<file path="config.mk">
export PLATFORM = sky130hd
export DESIGN_NAME = right_shift_unit
export DESIGN_NICKNAME = d
export VERILOG_FILES = /design/src/rtl/right_shift_unit.sv
export SDC_FILE = /design/constraint.sdc
export NUM_CORES = 1
export LEC_CHECK = 0
export CAP_MARGIN = 30
export CORE_AREA = 5 5 66 68
export CTS_CLUSTER_DIAMETER = 80
export CTS_CLUSTER_SIZE = 40
export DETAILED_ROUTE_END_ITERATION = 16
export DIE_AREA = 0 0 71 73
export HOLD_SLACK_MARGIN = 0.05
export PLACE_DENSITY = 0.73
export SYNTH_ARGS = -nofsm -noshare
export SYNTH_HDL_FRONTEND = slang
export SYNTH_SLANG_ARGS = --single-unit
</file>
<file path="constraint.sdc">
create_clock -name clk -period 1.9 [get_ports clk]
set_input_delay 0.57 -clock clk [delete_from_list [all_inputs] [get_ports clk]]
set_output_delay 0.57 -clock clk [all_outputs]
set_load 0.1 [all_outputs]
</file>
<file path="src/rtl/right_shift_unit.sv">
// Multi-cycle right shifter: moves the operand right by up to 3 bits per clock,
// with zero fill (logical) or fill from the captured sign bit (arithmetic).
module right_shift_unit #(
    parameter int WIDTH = 16
) (
    input  logic             clk,
    input  logic             rst_n,
    input  logic             start,
    input  logic [WIDTH-1:0] operand,
    input  logic [3:0]       amount,
    input  logic             arith,
    output logic [WIDTH-1:0] result,
    output logic             busy,
    output logic             done
);

    typedef enum logic [1:0] {
        IDLE  = 2'd0,
        SHIFT = 2'd1,
        DONE  = 2'd2
    } state_e;

    state_e           state_q, state_d;
    logic [WIDTH-1:0] result_q, result_d;
    logic [3:0]       remaining_q, remaining_d;
    logic             fill_q, fill_d;

    logic [1:0]       step;
    logic [3:0]       remAfter;
    logic [WIDTH-1:0] shifted;
    logic [WIDTH-1:0] fillMask;

    // At most three bit positions retire per cycle; the final step takes the leftover.
    assign step     = (remaining_q >= 4'd3) ? 2'd3 : remaining_q[1:0];
    assign remAfter = remaining_q - {2'b00, step};
    assign shifted  = result_q >> step;
    assign fillMask = ~({WIDTH{1'b1}} >> step);

    always_comb begin
        state_d     = state_q;
        result_d    = result_q;
        remaining_d = remaining_q;
        fill_d      = fill_q;

        case (state_q)
            IDLE: begin
                if (start) begin
                    result_d    = operand;
                    remaining_d = amount;
                    fill_d      = arith & operand[WIDTH-1];
                    state_d     = (amount == 4'd0) ? DONE : SHIFT;
                end
            end
            SHIFT: begin
                // Fill comes from the sign captured at load, not from the moving register.
                result_d    = fill_q ? (shifted | fillMask) : shifted;
                remaining_d = remAfter;
                if (remAfter == 4'd0) begin
                    state_d = DONE;
                end
            end
            DONE: begin
                state_d = IDLE;
            end
            default: begin
                state_d = IDLE;
            end
        endcase
    end

    always_ff @(posedge clk or negedge rst_n) begin
        if (!rst_n) begin
            state_q     <= IDLE;
            result_q    <= '0;
            remaining_q <= '0;
            fill_q      <= 1'b0;
        end else begin
            state_q     <= state_d;
            result_q    <= result_d;
            remaining_q <= remaining_d;
            fill_q      <= fill_d;
        end
    end

    assign result = result_q;
    assign busy   = (state_q != IDLE);
    assign done   = (state_q == DONE);

endmodule

</file>
# Yosys cells after proc, flatten, opt, wreduce, memory -nomap -nowiden
# Index checks and enable logic that the tools add are counted.
# word_totals
ff_bits	23
in_bits	24
output_inout_bits	18
elab_cells	33
# classes
addsub	1
magnitude_cmp	1
n_eq_ne	4
shift	2
n_mux	10
bitwise_logic	3
reduce_logical	8
# ops
cell	n
$mux W16	2
$pmux W16 S2	1
$not A16 Y16	1
$or A16 B16 Y16	1
$shr A16 B2 Y16	1
$shr A16 B2 Y16 const A	1
$logic_not A4 Y1	2
$mux W2	4
$pmux W4 S2	1
$reduce_and A2 Y1	3
$ge A4 B2 Y1 const B	1
$mux W4	1
$ne A2 B2 Y1 const B	2
$pmux W2 S2	1
$reduce_bool A2 Y1	2
$sub A4 B2 Y4	1
$eq A2 B1 Y1 const B	1
$eq A2 B2 Y1 const B	1
$logic_not A2 Y1	1
$and A1 B1 Y1	1

# Logic depth before layout (Yosys ltp)
# Gate-level depths: netlist (run 1).
# depth
depth_word	7
depth_mapped	8
ltp_nobuf	6

# Worst setup path after synthesis (run 1)
# Ideal clock, no wire load.
# synth_timing
kind	register to output
from	reg state_q[1]
to	out done
arrival_ns	1.922
t_required_ns	1.330
path_slack_ns	-0.592
path_stages_with_launch	3
n_path_buf	1
cell_sequence	dfrtp_1 clkbuf_1 nor2b_1
# synth_between
elab_chain_len	1
# synth_rtl
item	line_no	text
from (decl)	23	state_e state_q, state_d;
from (signal assigned)	78	state_q <= state_d;
$eq A2 B2 Y1	87	assign done = (state_q == DONE);
to (decl)	14	output logic done
# No other way between the ends.

# Final worst setup path (run 1)
# layout_timing
from	reg state_q[1]
to	out busy
# layout_between
elab_chain_len	1
# layout_rtl
item	line_no	text
$reduce_bool A2 Y1	86	assign busy = (state_q != IDLE);
to (decl)	13	output logic busy,
# No other way between the ends.

==> results.md, run 1 <==
* Proportion of synthesized flip-flops having asynchronous set or reset at 100%
* Worst hold slack at around 550 ps
* Count of buffers inserted at the top-level ports at 41
* Num Clock Sinks at 23
* Per-instance average area after synthesis at 9.19 sq um
* Vias in the first global route at between 1,000 and 1,500
* GPL Wtd Cong at about 0.85
* Main combinational cell family by area after synthesis: compound AO/OA/AOI/OAI gates
* Arithmetic-cell share of the synthesized area counting full adders, half adders and majority gates at 0.787%
* Final Routed Wirelength at 4220 um
* Share of post-route cells with drive strength above 1 at 25.3%
* Via count at 1,507
* Type of the most critical hold path: reg -> reg
* Final critical delay including setup and external delays at 1830 ps
* Final #Nets at 243
* Count of endpoints failing hold in the final timing report at 0
* Ports at 42
* Starting density of the core at a little over two fifths
* Area after detailed placement at 2260 sq um
* Post-synthesis compound-gate area fraction at 25.6%
* Post-route fraction of the period consumed by the critical path at 96.5%
* Register cell area after layout at roughly 580 sq um
* Total clock buffers created by CTS at 3
* Clk buf depth at 2
* Crit-path max FO at 10
* Overall fraction of global-route tracks in use at 16.6%
* Kind of end point of the critical path: output pin
* Count of filler cells inserted in the layout at between 300 and 400
* Final Skew at 5.22 ps
* Multi-input gate area at 916 sq um
* Post-synthesis register bit count at 23
* Number of cells after detailed placement at 263
* Number of buffers inserted by hold repair at cts at 0
* Wire length of the first global-routing pass at just over 7000 um
* Parity-gate share of the synthesized area counting xor and xnor cells at 0%
* Crit path DAT at 1260 ps
* Synthesized cell area at 1590 sq um
* Die Y-Extent at about 73 um
* Count of cell types in the netlist at 34
* Pin count of the biggest net entering global routing at 26
* Post-synthesis cell count at 173
* Total global routing overflow at 0
* Max Cap Viol at 0
* Routed Antenna Nets at 0
* DR vias/cell at between 5 and 6
* Slew of the pin with the lowest slew margin at 360 ps
* Finish-stage setup viols at 0
* Number of enable-type register cells in the synthesized netlist at 0
* Number of max-slew violations in the final report at 0
* Starting DRT DRC Count at 114
* Sequential-to-total area share from yosys stat at ~36%
* HPWL reported at the end of detailed placement at 3080 um
* TritonCTS clock tree: built
* Length of the first detailed-routing pass in iterations at 4
* Most used flip-flop cell after synthesis: sky130_fd_sc_hd__dfrtp_1
* Kind of critical path: reg -> out
* Setup repair after global routing missed its margin: false
* Setup Fix Bufs, Post-CTS at 0
* H-tree level count at 1
* Die extent in x at 71 um
* Relative slew margins at between 70 and 80%
* Final cell count without fillers at 267
* Status: complete, no violations
* Area of the placeable core at 3800 sq um
* Warnings, synthesis at 0
* CTS Root Buffer Type: sky130_fd_sc_hd__clkbuf_8
* Fmax at 0.546 GHz
* Wire length per cell after detailed routing at 15.8 um
* Signed area change from the synthesized netlist to the final layout at 45.3%
* Net count of the mapped netlist at 198
* Highest-count cells in the layout ignoring fill and taps: sky130_fd_sc_hd__dfrtp_1 (23), sky130_fd_sc_hd__clkdlybuf4s50_1 (23), sky130_fd_sc_hd__buf_12 (18)
* Clk Latency, worst-skew pair at 270 ps
* Final instance area at 2310 sq um
* Critical path required time at ~1300 ps
* Sort of element at the start of the critical path: flip-flop
* Post-Route Utilization at about 61%
* # diodes at 0
* Area enclosed by the die boundary at 5180 sq um
* Cell Rows at 23
* Antenna violations before repair at 0
* Area share of and/or/nand/nor cells after synthesis at between 10% and 20%
* Clock transition at path regs at 80 ps
* Multiplexer area fraction after synthesis at 17.3%
* DRC violation count after routing at 0
* Post-cts gate resize count at 0
==> worst paths after layout <==
| path | startpoint | slack [ps] | to | depth (start not counted) |
|---|---|---|---|---|
| worst max-delay path | state_q[1]$_DFFE_PN0P_ | 70 | busy | 2 |
| worst min-delay path | result[0]$_DFFE_PN0P_ | 550 | result[0]$_DFFE_PN0P_ | 2 |
| worst max register to register | remaining_q[2]$_DFFE_PN0P_ | 180 | result[7]$_DFFE_PN0P_ | 5 |
| worst min register to register | result[0]$_DFFE_PN0P_ | 550 | result[0]$_DFFE_PN0P_ | 2 |
| max in group asynchronous | rst_n | 1010 | state_q[1]$_DFFE_PN0P_ | 2 |
| min in group asynchronous | rst_n | 650 | result[5]$_DFFE_PN0P_ | 2 |
==> stage by stage <==
step                TNS [ps]  setup slack (ps)
floorplan                  0              87.0
global placement        -319             -34.5
detailed placement      -457             -93.1
CTS                        0              64.8
global route               0              26.7
finish                     0              66.8
==> logic make-up (layout without fill, tap and decap cells) <==
group	Yosys count	after routing
adder cells (fa/ha/maj)	1	1
buffers and inverters	18	62
multiplexers	26	26
AO/OA/AOI/OAI	62	62
flip-flops	23	23
AND/OR/NAND/NOR	43	43
==> flip-flops by register name (all words and copies together), names as in the netlist <==
signal	count
state_q	2
remaining_q	4
result	16
fill_q	1
==> worst max-delay path: stages, from the launching register on <==
cell and delay, ps:
sky130_fd_sc_hd__dfrtp_1 480, sky130_fd_sc_hd__or2_2 340, sky130_fd_sc_hd__buf_12 170
==> synthesized netlist by cell type, types with 3 or more instances <==
cell type,instances,area [sq um]
sky130_fd_sc_hd__a211oi_1,3,22.5
sky130_fd_sc_hd__a21oi_1,16,80.1
sky130_fd_sc_hd__a221o_1,11,110
sky130_fd_sc_hd__buf_2,4,20.0
sky130_fd_sc_hd__buf_6,4,45.0
sky130_fd_sc_hd__clkbuf_1,7,26.3
sky130_fd_sc_hd__dfrtp_1,23,576
sky130_fd_sc_hd__mux2_2,12,135
sky130_fd_sc_hd__mux2i_1,14,140
sky130_fd_sc_hd__nand2_1,14,52.6
sky130_fd_sc_hd__nand2b_1,3,18.8
sky130_fd_sc_hd__nor2_1,12,45.0
sky130_fd_sc_hd__nor2b_1,4,25.0
sky130_fd_sc_hd__o21ai_0,15,75.1
sky130_fd_sc_hd__o21ai_1,7,35.0
==> final cells by class <==
type,count,share of cell area [%]
clock buffer,3,1.79
clock inverter,1,0.217
inverter,2,0.325
multi-input combinational,132,39.6
sequential,23,24.9
tap,50,2.71
timing repair buffer,56,30.4
==> routing by layer <==
layer	global-route usage, %	up-vias	wire length [um]
li1	-	737	-
met1	23.4	714	1950
met2	26.6	51	2010
met3	2.20	5	226
met4	4.80	0	42
met5	0	-	0
Power of run 1 is not shown: default switching activity piles up to over one toggle a cycle in this logic, so the estimate is an artifact.
==> inputs of run 2 (changes only) <==
Clock period 1.9 ns to 2.3 ns, I/O delays scaled along.
==> run 2 against run 1 <==
  * Hold slack got worse by 60 ps
  * Worst setup slack improved by 220 ps
  * Clock skew hardly changed
  * Non-clock buffer count down 7
  * First-iteration DRC count grew 9.6%
  * Sequential share of layout area grew 2.1 points
  * Cell area shrank 7.9%
  * Sequential cell count unchanged
  * Die area stayed put
  * Critical endpoint unchanged
  * Highest routed layer unchanged
==> results.md, run 2 (same netlist as run 1, synthesis figures left out) <==
* Status: complete, no violations
* Critical path required time at 1610 ps (+280 ps)
* TritonCTS clock tree: built
* Fmax at 0.496 GHz
* CTS Root Buffer Type: sky130_fd_sc_hd__clkbuf_8
* Final critical delay including setup and external delays at 2020 ps
* Kind of critical path: reg -> out
* Count of endpoints failing hold in the final timing report at 0 (unchanged)
* Length of the first detailed-routing pass in iterations at 4 (unchanged)
* Area after detailed placement at 2080 sq um (-8.1%)
* Post-route fraction of the period consumed by the critical path at 87.6%
* # diodes at 0 (unchanged)
* Vias in the first global route at 1,422 (-4.6%)
* Via count at 1,458 (-3.3%)
* Starting density of the core at 41.9% (unchanged)
* Post-cts gate resize count at 0 (unchanged)
* Antenna violations before repair at 0 (unchanged)
* Cell Rows at 23 (unchanged)
* Number of max-slew violations in the final report at 0 (unchanged)
* Area of the placeable core at 3800 sq um (unchanged)
* Starting DRT DRC Count at 125 (+9.6%)
* HPWL reported at the end of detailed placement at 2850 um (-7.7%)
* DR vias/cell at 5.61 (-0.65%)
* Final Routed Wirelength at 3990 um (-5.4%)
* DRC violation count after routing at 0 (unchanged)
* Area enclosed by the die boundary at 5180 sq um (unchanged)
* Max Cap Viol at 0 (unchanged)
* Count of filler cells inserted in the layout at 334 (-2.3%)
* Number of buffers inserted by hold repair at cts at 0 (unchanged)
* Setup repair after global routing missed its margin: false
* Final Skew at 5.02 ps (-0.203 ps)
* Kind of end point of the critical path: output pin
* Final instance area at 2130 sq um (-7.9%)
* Clk buf depth at 2 (unchanged)
* Routed Antenna Nets at 0 (unchanged)
* Max FFs per register at 16 (unchanged)
* Crit-path max FO at 12 (+2)
* GPL Wtd Cong at 0.838 (-0.88%)
* Wire length of the first global-routing pass at 6590 um (-6.6%)
* Die Y-Extent at 73 um (unchanged)
* H-tree level count at 1 (unchanged)
* Clock transition at path regs at 90 ps (about the same)
* Overall fraction of global-route tracks in use at 15.6% (-0.97 points)
* Ports at 42 (unchanged)
* Slew of the pin with the lowest slew margin at 481 ps (+121 ps)
* Type of the most critical hold path: reg -> reg
* Final #Nets at 236 (-2.9%)
* Num Clock Sinks at 23 (unchanged)
* Signed area change from the synthesized netlist to the final layout at 33.8%
* Pin count of the biggest net entering global routing at 26 (unchanged)
* Sort of element at the start of the critical path: flip-flop
* Total negative slack at 0 ps (unchanged)
* Highest-count cells in the layout ignoring fill and taps: sky130_fd_sc_hd__dfrtp_1 (23), sky130_fd_sc_hd__clkdlybuf4s50_1 (23), sky130_fd_sc_hd__buf_4 (18)
* Count of buffers inserted at the top-level ports at 41 (unchanged)
* Wire length per cell after detailed routing at 15.3 um (-2.9%)
* Setup Fix Bufs, Post-CTS at 0 (unchanged)
* Total clock buffers created by CTS at 3 (unchanged)
* Die extent in x at 71 um (unchanged)
* Finish-stage setup viols at 0 (unchanged)
* Relative slew margins at 67.1% (-8.3 points)
* Total global routing overflow at 0 (unchanged)
* Clk Latency, worst-skew pair at 270 ps (about the same)
* Crit path DAT at 1330 ps (+70 ps)
* Share of post-route cells with drive strength above 1 at 22.9% (-2.5 points)
run 2: changes by cell type in the layout (fill, tap and decap cells not counted):
cell                      delta
sky130_fd_sc_hd__buf_12     -10
sky130_fd_sc_hd__buf_4       +3
sky130_fd_sc_hd__nor2b_2     +1
sky130_fd_sc_hd__nor2b_4     -1
run 2: path summary, 6_finish.rpt:
path	start	to	slack, ps	cells after the start
setup / recovery	state_q[0]$_DFFE_PN0P_	busy	280	2
hold / removal	result[0]$_DFFE_PN0P_	result[0]$_DFFE_PN0P_	490	2
setup reg to reg	remaining_q[0]$_DFFE_PN0P_	result[8]$_DFFE_PN0P_	490	5
hold reg to reg	result[0]$_DFFE_PN0P_	result[0]$_DFFE_PN0P_	490	2
max in group asynchronous	rst_n	fill_q$_DFFE_PN0P_	1300	2
min in group asynchronous	rst_n	result[1]$_DFFE_PN0P_	770	2
run 2: area by class of cell:
type / instances / area (sq um) / area share [%]
inverters: 2 / 7.51 / 0.353
clock inverters: 1 / 5.00 / 0.235
flip-flops and latches: 23 / 576 / 27.0
repair buffers: 49 / 526 / 24.7
clock buffers: 3 / 41.3 / 1.94
well taps: 50 / 62.6 / 2.94
multi-input cells: 132 / 911 / 42.8
run 2: through the flow:
step                      utilization (%)  worst slack [ps]  hold WS (ps)  std cells
after global placement               54.8               162           469        256
final                                56.0               284           494        260
after detailed placement             54.8               125           472        256
after floorplan                         -               200           394        173
after global routing                 56.0               231           527        260
after CTS                            56.0               280           491        260
run 2: per-layer routing:
| metal | vias up | global-route usage (%) | routed length, um |
|---|---|---|---|
| met1 | 694 | 21.4 | 1860 |
| met5 | - | 0 | 0 |
| met3 | 4 | 2.20 | 193 |
| li1 | 723 | - | - |
| met4 | 0 | 6.05 | 49 |
| met2 | 37 | 24.9 | 1890 |
run 2: worst max-delay path, cell delays in order, from the launching register on:
cell and delay, ps:
sky130_fd_sc_hd__dfrtp_1 510, sky130_fd_sc_hd__or2_2 370, sky130_fd_sc_hd__buf_12 170
Power of run 2 is left out for the same reason.
